File: config.mk
export PLATFORM = sky130hd
export DESIGN_NAME = adbg_jsp_wb_host
export DESIGN_NICKNAME = d
export VERILOG_FILES = /design/src/rtl/adbg_jsp_wb_host.sv
export SDC_FILE = /design/constraint.sdc
export NUM_CORES = 1
export LEC_CHECK = 0
export ABC_CLOCK_PERIOD_IN_PS = 2890
export CAP_MARGIN = 15
export CORE_UTILIZATION = 46
export CTS_CLUSTER_SIZE = 25
export DETAILED_ROUTE_END_ITERATION = 12
export GPL_TIMING_DRIVEN = 0
export PLACE_DENSITY = 0.89
export SYNTH_ARGS = -nofsm -noshare
export SYNTH_HDL_FRONTEND = slang
export SYNTH_SLANG_ARGS = --single-unit
File: constraint.sdc
create_clock -name wb_clk_i -period 2.89 [get_ports wb_clk_i]
set_input_delay 0.578 -clock wb_clk_i [delete_from_list [all_inputs] [get_ports wb_clk_i]]
set_output_delay 0.578 -clock wb_clk_i [all_outputs]
set_load 0.03 [all_outputs]
File: src/rtl/adbg_jsp_wb_host.sv
// Wishbone host for a 16550-style JTAG serial port: initialises the UART,
// then polls LSR and moves single bytes between the port and tx/rx handshakes.
module adbg_jsp_wb_host #(
  parameter logic [31:0] BASE_ADDR     = 32'h9000_0000,
  parameter int unsigned POLL_INTERVAL = 16,
  parameter int unsigned ACK_TIMEOUT   = 255
) (
  input  logic        wb_clk_i,
  input  logic        wb_rst_ni,
  output logic [31:0] wb_adr_o,
  output logic [31:0] wb_dat_o,
  input  logic [31:0] wb_dat_i,
  output logic        wb_cyc_o,
  output logic        wb_stb_o,
  output logic        wb_we_o,
  output logic [3:0]  wb_sel_o,
  input  logic        wb_ack_i,
  input  logic        wb_err_i,
  output logic [2:0]  wb_cti_o,
  output logic [1:0]  wb_bte_o,
  input  logic        int_i,
  input  logic [7:0]  tx_data_i,
  input  logic        tx_valid_i,
  output logic        tx_ready_o,
  output logic [7:0]  rx_data_o,
  output logic        rx_valid_o,
  input  logic        rx_ready_i,
  output logic        busy_o,
  output logic        err_o
);

  localparam int unsigned      CNT_W       = 8;
  localparam logic [CNT_W-1:0] POLL_RELOAD = CNT_W'(POLL_INTERVAL - 1);
  localparam logic [CNT_W-1:0] TMO_LAST    = CNT_W'(ACK_TIMEOUT - 1);
  localparam logic [31:0]      LSR_ADDR    = BASE_ADDR + 32'd4;

  typedef enum logic [2:0] {
    S_INIT_LCR, S_INIT_FCR, S_INIT_IER, S_IDLE, S_POLL_LSR, S_READ_RBR, S_WRITE_THR
  } state_t;

  state_t           r_state;
  state_t           w_issue_state;
  logic [CNT_W-1:0] r_poll_cnt;
  logic [CNT_W-1:0] r_tmo_cnt;
  logic             r_tx_empty;
  logic             r_rx_full;
  logic [7:0]       r_tx_byte;
  logic [7:0]       r_rx_byte;
  logic             w_timeout;
  logic             w_term;
  logic             w_fail;
  logic             w_can_poll;
  logic [7:0]       w_lsr;
  logic [31:0]      w_iss_adr;
  logic [31:0]      w_iss_dat;
  logic [3:0]       w_iss_sel;
  logic             w_iss_we;
  logic             w_unused;

  assign w_timeout     = wb_stb_o && (r_tmo_cnt == TMO_LAST);
  assign w_fail        = wb_cyc_o && (wb_err_i || w_timeout);
  assign w_term        = wb_cyc_o && (wb_ack_i || wb_err_i || w_timeout);
  assign w_lsr         = wb_dat_i[23:16];
  assign w_can_poll    = !r_tx_empty || !r_rx_full;
  // IDLE launches the LSR read on the same edge it decides to poll
  assign w_issue_state = (r_state == S_IDLE) ? S_POLL_LSR : r_state;
  assign w_unused      = ^wb_dat_i[15:0];

  assign busy_o     = wb_cyc_o;
  assign tx_ready_o = r_tx_empty;
  assign rx_valid_o = r_rx_full;
  assign rx_data_o  = r_rx_byte;
  assign wb_cti_o   = 3'b000;
  assign wb_bte_o   = 2'b00;

  // Address, data and lane select for the cycle a state issues
  always_comb begin
    w_iss_adr = BASE_ADDR;
    w_iss_dat = 32'h0;
    w_iss_sel = 4'b0000;
    w_iss_we  = 1'b0;
    case (w_issue_state)
      S_INIT_LCR:  begin w_iss_we = 1'b1; w_iss_sel = 4'b0001; w_iss_dat = 32'h0000_0003; end
      S_INIT_FCR:  begin w_iss_we = 1'b1; w_iss_sel = 4'b0010; w_iss_dat = 32'h0000_0600; end
      S_INIT_IER:  begin w_iss_we = 1'b1; w_iss_sel = 4'b0100; end
      S_POLL_LSR:  begin w_iss_adr = LSR_ADDR; w_iss_sel = 4'b0100; end
      S_READ_RBR:  w_iss_sel = 4'b1000;
      S_WRITE_THR: begin w_iss_we = 1'b1; w_iss_sel = 4'b1000; w_iss_dat = {r_tx_byte, 24'h0}; end
      default: ;
    endcase
  end

  always_ff @(posedge wb_clk_i or negedge wb_rst_ni) begin
    if (!wb_rst_ni) begin
      r_state    <= S_INIT_LCR;
      r_poll_cnt <= '0;
      r_tmo_cnt  <= '0;
      r_tx_empty <= 1'b1;
      r_rx_full  <= 1'b0;
      r_tx_byte  <= 8'h0;
      r_rx_byte  <= 8'h0;
      wb_adr_o   <= 32'h0;
      wb_dat_o   <= 32'h0;
      wb_sel_o   <= 4'b0000;
      wb_we_o    <= 1'b0;
      wb_cyc_o   <= 1'b0;
      wb_stb_o   <= 1'b0;
      err_o      <= 1'b0;
    end else begin
      if (tx_valid_i && r_tx_empty) begin
        r_tx_byte  <= tx_data_i;
        r_tx_empty <= 1'b0;
      end
      if (r_rx_full && rx_ready_i) r_rx_full <= 1'b0;

      if (!wb_stb_o || w_term) r_tmo_cnt <= '0;
      else                     r_tmo_cnt <= r_tmo_cnt + CNT_W'(1);

      if (r_state == S_IDLE) begin
        if (r_poll_cnt != '0) r_poll_cnt <= r_poll_cnt - CNT_W'(1);
        if ((r_poll_cnt == '0 || int_i) && w_can_poll) begin
          r_state  <= S_POLL_LSR;
          wb_adr_o <= w_iss_adr;
          wb_dat_o <= w_iss_dat;
          wb_sel_o <= w_iss_sel;
          wb_we_o  <= w_iss_we;
          wb_cyc_o <= 1'b1;
          wb_stb_o <= 1'b1;
        end
      end else if (!wb_cyc_o) begin
        wb_adr_o <= w_iss_adr;
        wb_dat_o <= w_iss_dat;
        wb_sel_o <= w_iss_sel;
        wb_we_o  <= w_iss_we;
        wb_cyc_o <= 1'b1;
        wb_stb_o <= 1'b1;
      end else if (w_term) begin
        wb_cyc_o <= 1'b0;
        wb_stb_o <= 1'b0;
        if (w_fail) err_o <= 1'b1;
        case (r_state)
          S_INIT_LCR: r_state <= S_INIT_FCR;
          S_INIT_FCR: r_state <= S_INIT_IER;
          S_INIT_IER: begin
            r_state    <= S_IDLE;
            r_poll_cnt <= '0;
          end
          S_POLL_LSR: begin
            if (!w_fail && w_lsr[0] && !r_rx_full) begin
              r_state <= S_READ_RBR;
            end else if (!w_fail && w_lsr[5] && !r_tx_empty) begin
              r_state <= S_WRITE_THR;
            end else begin
              r_state    <= S_IDLE;
              r_poll_cnt <= POLL_RELOAD;
            end
          end
          S_READ_RBR, S_WRITE_THR: begin
            r_state    <= S_IDLE;
            r_poll_cnt <= w_fail ? POLL_RELOAD : '0;
            if (!w_fail && r_state == S_READ_RBR) begin
              r_rx_byte <= wb_dat_i[31:24];
              r_rx_full <= 1'b1;
            end
            if (!w_fail && r_state == S_WRITE_THR) r_tx_empty <= 1'b1;
          end
          default: r_state <= S_IDLE;
        endcase
      end
    end
  end

endmodule

==> flow_summary.yaml, run 1 <==
power:
  leakage_nw: 1.97
  pwr_density_cell_mw_per_mm2: 887
  p_sw_share_pct: 43.5
  intPower_mw: 2.03
  power_mw: 3.59
  p_comb_share_pct: 53.1
  p_clk_share_pct: 12.2
  pwr-share-seq_pct: 34.7
  power_switching_mw: 1.56
  ir_worst_vdd_uv: 533
clock_network:
  tritoncts: "done"
  clk_latency_ns: 0.31
  ctsHtreeMaxLevel: 2
  clock_path_buffers: 2
  cts_setup_buffers: 0
  clock-sinks: 56
  numCtsBuffers: 5
  hold_buffers: 0
  clk_pin_slew_ns: 0.09
  cts_resized: 0
  cts-root-buf: "clkbuf_8"
worst_setup_path:
  slowest_stage: "clkdlybuf4s50_1"
  worst_setup_path_start_kind: "flop"
  cpPeakStageDelay_ns: 0.69
  path_max_fanout: 5
  critical_path.cell_chain: "clkdlybuf4s50_1"
  cp-end-kind: "primary output"
  worstSetupPathType: "reg -> out"
  cp.arrival_ns: 1.60
  path_buf_inv: 1
  cp_top_family: "buffers and inverters"
  required_ns: 2.31
worst_hold_path:
  min_path_type: "in -> async"
sta:
  rsz0062_at_grt: "false"
  setup_viol: 0
  timing.fmax_ghz: 0.460
  tns_ns: 0
  hold_violations: 0
  slew_violations: 0
  finalCriticalPeriod_ns: 2.17
  period_share_pct: 75.2
  finClkSkew_ns: 0.00669
global_routing:
  grt.total_usage_pct: 18.1
  grt_pass1_wl_mm: 10.2
  grt_max_degree: 43
  grt_overflow: 0
  antenna_found_initial: 0
  grt_pass1_vias: 2267
placed_design:
  placed_area_mm2: 0.00395
  port_buffers: 58
  gp_congestion: 0.875
  dp_hpwl_mm: 4.84
die:
  ios: 135
  core.rowCount: 29
  dieHeight_um: 83.6
  die_width_um: 83.6
  fp.coreArea_mm2: 0.00639
  die-area_mm2: 0.00699
  start_util_pct: 47.9
cells_and_area:
  post-route-util_pct: 63.4
  antenna_cells: 0
  nets: 479
  areaGrowthSynthToFinish_pct: 32.2
  num-fill-cells: 534
  post-route-cell-area_mm2: 0.00405
  drive_gt1_share_pct: 23.5
routing:
  first_iter_violations: 147
  drt_pass1_iterations: 4
  via_per_inst: 4.69
  vias: 2374
  wl_mm: 6.19
  drc_errors: 0
  antenna_left: 0
  wl_per_cell_um: 12.2
logic_synthesis:
  synth_edf_count: 0
  synthFlopType: "dfrtp_1"
  synth_most_common_cell: "buf_4"
  synth_area_mm2: 0.00306
  synthTopCellsByCount: "buf_4, dfrtp_1, nand2_1"
  ys_types: 51
  async_flop_share_pct: 100
  syn_area_per_cell_um2: 9.91
  ys_warn_count: 0
  synthCells: 309
  ys_ff_latch: 56
  yosysTopAreaCell: "dfrtp_1"
  yosys.area.top_type_share_pct: 45.0
  netlist_top_cells_area: "dfrtp_1, buf_4, mux2_2"
  ys_seq_area_share_pct: 45.8
outcome:
  status: "completed"
flow_run:
  cap_violations: 0
power groups by stage:
stage | clock (mW) | sequential [mW] | combinational, mW
after global placement | 0 | 1.24 | 1.84
final | 0.439 | 1.24 | 1.90
after detailed placement | 0 | 1.26 | 1.90
after floorplan | 0 | 1.45 | 1.11
after global routing | 0.477 | 1.28 | 2.07
after CTS | 0.450 | 1.25 | 1.90
cell families after synthesis:
kind of cell | share of synthesized area [%]
other | 0.122
buffers and inverters | 17.4
AOI/OAI and AO/OA | 12.6
muxes | 5.88
and+or+nand+nor | 14.5
DFF | 45.8
adders and majority gates | 1.63
xor gates and xnor gates | 2.00
stage by stage:
step / std cells / setup slack (ns) / hold slack (ns)
floorplan: 362 / 1.12 / 0.282
global placement: 497 / -0.408 / 0.453
detailed placement: 498 / 0.566 / 0.458
CTS: 506 / 0.697 / 0.168
global route: 506 / 0.665 / 0.175
finish: 506 / 0.716 / 0.165
final timing paths:
| kind | endpoint | depth (start not counted) | start | slack (ns) |
|---|---|---|---|---|
| max in group asynchronous | tx_ready_o$_DFF_PN1_ | 2 | wb_rst_ni | 2.13 |
| max reg2reg | wb_dat_o[30]$_DFFE_PN0P_ | 8 | r_poll_cnt[3]$_DFFE_PN0P_ | 0.95 |
| max | tx_ready_o | 1 | tx_ready_o$_DFF_PN1_ | 0.72 |
| min | rx_valid_o$_DFF_PN0_ | 1 | wb_rst_ni | 0.16 |
| min in group wb_clk_i | err_o$_DFFE_PN0P_ | 1 | err_o$_DFFE_PN0P_ | 0.48 |
| min reg2reg | err_o$_DFFE_PN0P_ | 1 | err_o$_DFFE_PN0P_ | 0.48 |
routing by layer:
metal  track usage, %  share of wire, %  vias to the layer above
met3             4.65               6.9                       10
met1             21.1                40                     1103
met2             31.9                52                       92
li1                 -                 -                     1169
met4             6.63               1.6                        0
met5                0                 0                        -
area by class of cell:
class                           instances  area (um^2)  area share (%)
Buffer                                 70          498            12.3
Clock buffer                            7         86.3            2.13
Clock inverter                          1         7.51           0.186
Inverter                                9         33.8           0.835
Multi-Input combinational cell        227         1330            32.8
Sequential cell                        56         1400            34.7
Tap cell                               77         96.3            2.38
Timing Repair Buffer                   59          596            14.7
state kept, by name, indices dropped and copies added, names as in the netlist, 2 cells and up:
signal      cells
wb_dat_o       10
r_tmo_cnt       8
wb_sel_o        3
r_tx_byte       8
r_poll_cnt      8
rx_data_o       8
r_state         3
wb_adr_o        2
placed cells by master (no fill, tap or decap), types with 5 or more instances in the layout:
cell type	Yosys	layout
clkbuf_1	5	6
mux2_2	16	16
buf_2	5	6
nand3_1	5	5
clkdlybuf4s50_1	0	57
clkbuf_8	0	6
buf_4	59	59
a21oi_1	8	8
conb_1	1	54
nand2_1	31	31
nor2_1	23	23
dfrtp_1	55	55
inv_1	9	9
o21ai_0	22	22
Note: power is estimated with default switching activity, not from simulation.
==> run 2, diff against run 1 <==
==> config.mk (replaced) <==
export PLATFORM = sky130hd
export DESIGN_NAME = adbg_jsp_wb_host
export DESIGN_NICKNAME = d
export VERILOG_FILES = /design/src/rtl/adbg_jsp_wb_host.sv
export SDC_FILE = /design/constraint.sdc
export NUM_CORES = 1
export LEC_CHECK = 0
export ABC_CLOCK_PERIOD_IN_PS = 2000
export CAP_MARGIN = 15
export CORE_UTILIZATION = 38
export CTS_CLUSTER_SIZE = 25
export DETAILED_ROUTE_END_ITERATION = 12
export GPL_TIMING_DRIVEN = 0
export PLACE_DENSITY = 0.79
export SYNTH_ARGS = -nofsm -noshare
export SYNTH_HDL_FRONTEND = slang
export SYNTH_SLANG_ARGS = --single-unit
==> constraint.sdc (replaced) <==
create_clock -name wb_clk_i -period 2 [get_ports wb_clk_i]
set_input_delay 0.4 -clock wb_clk_i [delete_from_list [all_inputs] [get_ports wb_clk_i]]
set_output_delay 0.4 -clock wb_clk_i [all_outputs]
set_load 0.03 [all_outputs]
==> run 2 against run 1 <==
  * Power increased by 55%
  * Largest power group unchanged
  * Critical path type is now reg -> reg
  * Register-to-register slack got worse by 0.88 ns
  * Sequential power increased by 47%
  * First-iteration DRC count decreased by 22%
==> flow_summary.yaml, run 2 (synthesis results as in run 1) <==
cells_and_area:
  nets: 483
  layout_common_cells: "buf_4, clkdlybuf4s50_1, conb_1"
  largest_register_ffs: 10
  regMostFlops: "wb_dat_o"
  mostFrequentLayoutCell: "buf_4"
  drive_gt1_share_pct: 24.9
  num-fill-cells: 664
  areaGrowthSynthToFinish_pct: 36.7
  antenna_cells: 0
  post-route-cell-area_mm2: 0.00419
  fin_cells: 535
power:
  ir_worst_vdd_uv: 892
  pwr-share-seq_pct: 32.6
  p_comb_share_pct: 51.9
  p_sw_share_pct: 42.1
  intPower_mw: 3.23
  leakage_nw: 2.02
  pwr_density_cell_mw_per_mm2: 1330
  power_switching_mw: 2.34
  p_clk_share_pct: 15.4
die:
  die_width_um: 91.8
  start_util_pct: 39.4
  die-area_mm2: 0.00842
  dieHeight_um: 91.8
  ios: 135
  fp.coreArea_mm2: 0.00777
  core.rowCount: 32
sta:
  finalCriticalPeriod_ns: 1.93
  setup_viol: 0
  finClkSkew_ns: 0.00601
  slew_violations: 0
  rsz0062_at_grt: "true"
  period_share_pct: 96.6
  tightest_slew_ns: 0.505
  max_slew_margin_pct: 66.3
  hold_violations: 0
  fin_ws_ns: 0.0672
  timing.fmax_ghz: 0.517
  hold_slack_ns: 0.0172
global_routing:
  grt_pass1_vias: 2153
  grt_max_degree: 39
  antenna_found_initial: 0
  grt_pass1_wl_mm: 10.2
  grt_overflow: 0
  grt.total_usage_pct: 14.8
placed_design:
  gp_congestion: 0.845
  place_ws_ns: -0.133
  dp_hpwl_mm: 4.66
  dpl.cell_count: 523
  port_buffers: 58
  placed_area_mm2: 0.00398
clock_network:
  clock-sinks: 56
  tritoncts: "done"
  clock_path_buffers: 2
  clk_pin_slew_ns: 0.10
  clk_latency_ns: 0.31
  numCtsBuffers: 5
  ctsHtreeMaxLevel: 2
  cts-root-buf: "clkbuf_8"
worst_setup_path:
  critical_path.cell_chain: "nor4_4, nand3_4, a221oi_4, a31o_2, buf_6, a21oi_1, a22oi_1"
  cp-end-kind: "flop"
  cp.arrival_ns: 2.16
  slowest_stage: "dfrtp_2"
  path_max_fanout: 10
  required_ns: 2.23
  worstSetupPathType: "reg -> reg"
  cpPeakStageDelay_ns: 0.46
  worst_setup_path_start_kind: "flop"
routing:
  wl_mm: 6.23
  via_per_inst: 4.47
  drc_errors: 0
  vias: 2394
  first_iter_violations: 115
  drt_pass1_iterations: 6
  antenna_left: 0
  wl_per_cell_um: 11.7
flow_run:
  cap_violations: 0
worst_hold_path:
  min_path_type: "in -> async"
outcome:
  status: "completed"
==> run 2: final timing paths <==
check / startpoint / end / slack (ns) / cells after the start
max: r_poll_cnt[5]$_DFFE_PN0P_ / r_poll_cnt[0]$_DFFE_PN0P_ / 0.07 / 7
min: wb_rst_ni / r_poll_cnt[7]$_DFFE_PN0P_ / 0.02 / 1
max reg2reg: r_poll_cnt[5]$_DFFE_PN0P_ / r_poll_cnt[0]$_DFFE_PN0P_ / 0.07 / 7
min reg2reg: wb_sel_o[2]$_DFFE_PN0P_ / wb_sel_o[2]$_DFFE_PN0P_ / 0.49 / 2
max in group asynchronous: wb_rst_ni / tx_ready_o$_DFF_PN1_ / 1.38 / 2
min in group wb_clk_i: wb_sel_o[2]$_DFFE_PN0P_ / wb_sel_o[2]$_DFFE_PN0P_ / 0.49 / 2
==> run 2: through the flow <==
stage	utilization (%)	power, mW	TNS, ns
2_1_floorplan	-	3.70	0
5_1_grt	53.9	5.89	-0.118
3_3_place_gp	51.1	4.49	-65.44
3_5_place_dp	51.3	4.56	-1.83
4_1_cts	53.0	5.42	0
6_report	53.9	5.57	0
==> run 2: what timing repair did <==
item,in CTS,in global routing
gates resized for setup,1,12
setup endpoints to repair,1,29
buffers inserted,0,5
hold buffers,0,0
pin swaps,0,7
==> run 2: worst max-delay path: cells and delay by family (launching register included) <==
family | cells | cell delay [ns]
AOI/OAI and AO/OA | 4 | 0.71
and+or+nand+nor | 2 | 0.54
DFF | 1 | 0.46
buffers and inverters | 1 | 0.13
==> run 2: power by group through the flow <==
| stage | clock [mW] | combinational [mW] | sequential, mW |
|---|---|---|---|
| 2_1_floorplan | 0 | 1.61 | 2.09 |
| 6_report | 0.859 | 2.89 | 1.82 |
| 3_5_place_dp | 0 | 2.74 | 1.81 |
| 3_3_place_gp | 0 | 2.68 | 1.80 |
| 5_1_grt | 0.908 | 3.12 | 1.86 |
| 4_1_cts | 0.869 | 2.76 | 1.80 |
==> run 2: layout make-up <==
class,instances,area [um^2],area share (%)
well taps,102,128,3.05
multi-input cells,227,1360,32.5
clock inverters,2,60.1,1.43
inverters,9,33.8,0.807
plain buffers,69,495,11.8
flip-flops and latches,56,1410,33.6
repair buffers,64,632,15.1
clock buffers,6,72.6,1.73
==> run 2: routing by layer <==
metal / wire, um / vias to the layer above / share of wire (%) / track usage, %
met5: 0 / - / 0 / 0
met4: 67 / 0 / 1.1 / 3.52
met3: 395 / 9 / 6.3 / 3.23
met2: 3130 / 90 / 50 / 26.1
met1: 2640 / 1116 / 42 / 18.6
li1: - / 1179 / - / -
==> run 3, diff against run 2 <==
--- a/config.mk
+++ b/config.mk
@@ -12,6 +12,7 @@
 export DETAILED_ROUTE_END_ITERATION = 12
 export GPL_TIMING_DRIVEN = 0
 export PLACE_DENSITY = 0.79
+export SLEW_MARGIN = 10
 export SYNTH_ARGS = -nofsm -noshare
 export SYNTH_HDL_FRONTEND = slang
 export SYNTH_SLANG_ARGS = --single-unit
==> run 3 against run 2 <==
  * Combinational power about the same
  * Setup slack got worse by 0.0094 ns
  * Sequential power about the same
  * Register-to-register slack about the same
  * Worst hold slack improved by 0.016 ns
==> flow_summary.yaml, run 3 (synthesis results as in run 1) <==
routing:
  antenna_left: 0
  first_iter_violations: 82
  via_per_inst: 4.46
  drt_pass1_iterations: 4
  vias: 2388
  wl_per_cell_um: 11.6
  wl_mm: 6.23
  drc_errors: 0
worst_setup_path:
  required_ns: 2.19
  worst_setup_path_start_kind: "flop"
  slowest_stage: "dfrtp_1"
  worst_path_most_repeated_cell: "o21ai_0"
  r2r_end: "r_poll_cnt[6]$_DFFE_PN0P_"
  cp.arrival_ns: 2.13
  cpPeakStageDelay_ns: 0.43
  rrSetupSlack_ns: 0.06
  cp-end-kind: "flop"
  path_max_fanout: 7
  r2r_cells: 9
  rr_startpoint: "r_tmo_cnt[0]$_DFF_PN0_"
  worstSetupPathType: "reg -> reg"
  critical_path.cell_chain: "inv_1, ha_1, nand4_1, o21bai_4, nand2_4, a31o_4, buf_2, o21ai_0, o21ai_0"
sta:
  timing.fmax_ghz: 0.515
  slew_violations: 0
  setup_viol: 0
  max_slew_margin_pct: 66.0
  finalCriticalPeriod_ns: 1.94
  period_share_pct: 97.1
  finClkSkew_ns: 0.00378
  tightest_slew_ns: 0.509
  fin_ws_ns: 0.0578
  hold_violations: 0
  tns_ns: 0
  rsz0062_at_grt: "true"
die:
  fp.coreArea_mm2: 0.00777
  die_width_um: 91.8
  start_util_pct: 39.4
  core.rowCount: 32
  die-area_mm2: 0.00842
  ios: 135
  dieHeight_um: 91.8
placed_design:
  port_buffers: 58
  gp_congestion: 0.845
  place_ws_ns: -0.137
  placed_area_mm2: 0.00398
  dp_hpwl_mm: 4.69
clock_network:
  clock-sinks: 56
  clk_latency_ns: 0.31
  ctsHtreeMaxLevel: 2
  numCtsBuffers: 5
  tritoncts: "done"
  clock_path_buffers: 2
  clk_pin_slew_ns: 0.09
  cts-root-buf: "clkbuf_8"
global_routing:
  grt_pass1_vias: 2164
  grt_max_degree: 38
  antenna_found_initial: 0
  grt_pass1_wl_mm: 10.2
  grt_overflow: 0
  grt.total_usage_pct: 15.0
cells_and_area:
  areaGrowthSynthToFinish_pct: 36.9
  mostFrequentLayoutCell: "buf_4"
  largest_register_ffs: 10
  nets: 484
  antenna_cells: 0
  post-route-cell-area_mm2: 0.00419
  regMostFlops: "wb_dat_o"
  drive_gt1_share_pct: 25.6
  num-fill-cells: 693
  layout_common_cells: "buf_4, clkdlybuf4s50_1, conb_1, dfrtp_1, nand2_1"
power:
  pwr_density_cell_mw_per_mm2: 1330
  leakage_nw: 2.03
  ir_worst_vdd_uv: 796
outcome:
  status: "completed"
flow_run:
  cap_violations: 0
worst_hold_path:
  min_path_type: "in -> async"
run 3: cell types whose count changed in the layout (fill, tap and decap cells not counted), moves of 2 or more:
cell     change
o21ai_1      -4
o21ai_0      +2
buf_2        +2
o21ai_2      +3
run 3: how the worst max path moves through the flow:
stage / startpoint / endpoint / slack, ns / depth (start not counted)
final: r_tmo_cnt[0]$_DFF_PN0_ / r_poll_cnt[6]$_DFFE_PN0P_ / 0.06 / 9
after detailed placement: wb_err_i / rx_data_o[6]$_DFFE_PN0P_ / -0.14 / 6
after global routing: r_tmo_cnt[0]$_DFF_PN0_ / r_poll_cnt[6]$_DFFE_PN0P_ / -0.09 / 9
after floorplan: tx_ready_o$_DFF_PN1_ / r_poll_cnt[4]$_DFFE_PN0P_ / 0.23 / 7
after global placement: wb_rst_ni / r_tx_byte[4]$_DFFE_PN0P_ / -1.16 / 1
after CTS: r_poll_cnt[3]$_DFFE_PN0P_ / wb_dat_o[24]$_DFFE_PN0P_ / 0.02 / 8
run 3: critical path: cells and delay by family (launching register included):
kind | cells | cell delay (ns)
AND/OR/NAND/NOR | 2 | 0.23
buffers and inverters | 2 | 0.24
flip-flops | 1 | 0.43
AO/OA/AOI/OAI | 4 | 0.79
adder cells (fa/ha/maj) | 1 | 0.14
run 3: per-stage QoR:
step | instances | hold slack [ns] | util (%) | power (mW)
2_1_floorplan | 362 | 0.104 | - | 3.70
4_1_cts | 531 | 0.0463 | 53.0 | 5.42
6_report | 536 | 0.0329 | 54.0 | 5.57
3_5_place_dp | 523 | 0.381 | 51.3 | 4.57
3_3_place_gp | 522 | 0.462 | 51.1 | 4.49
5_1_grt | 536 | 0.0698 | 54.0 | 5.91
run 3: repair_timing:
| action | CTS | global route |
|---|---|---|
| cloned | 0 | 1 |
| pin swaps | 0 | 7 |
| hold buffers | 0 | 0 |
| setup endpoints to repair | 1 | 28 |
| resized for setup | 1 | 12 |
| hold endpoints to repair | 0 | 0 |
| setup buffers | 0 | 4 |
run 3: power breakdown:
group          total, mW  internal (mW)  leakage [nW]  switching, mW
registers           1.80           1.51         0.718          0.290
logic               2.92           1.22          1.25           1.69
clock network      0.851          0.500        0.0654          0.351
total               5.57           3.23          2.03           2.33
run 3: layout make-up:
class	count	area [um^2]	area share, %
tap	102	128	3.04
clock buffer	6	72.6	1.73
inverter	9	33.8	0.806
clock inverter	2	60.1	1.43
multi-input combinational	227	1370	32.6
buffer	70	500	11.9
sequential	56	1400	33.5
timing repair buffer	64	629	15.0
run 3: per-layer routing:
metal | track usage, % | up-vias | routed length, um | share of wire, %
li1 | - | 1181 | - | -
met1 | 19.5 | 1109 | 2640 | 42
met2 | 25.4 | 88 | 3070 | 49
met3 | 3.15 | 10 | 423 | 6.8
met4 | 4.17 | 0 | 94 | 1.5
met5 | 0 | - | 0 | 0
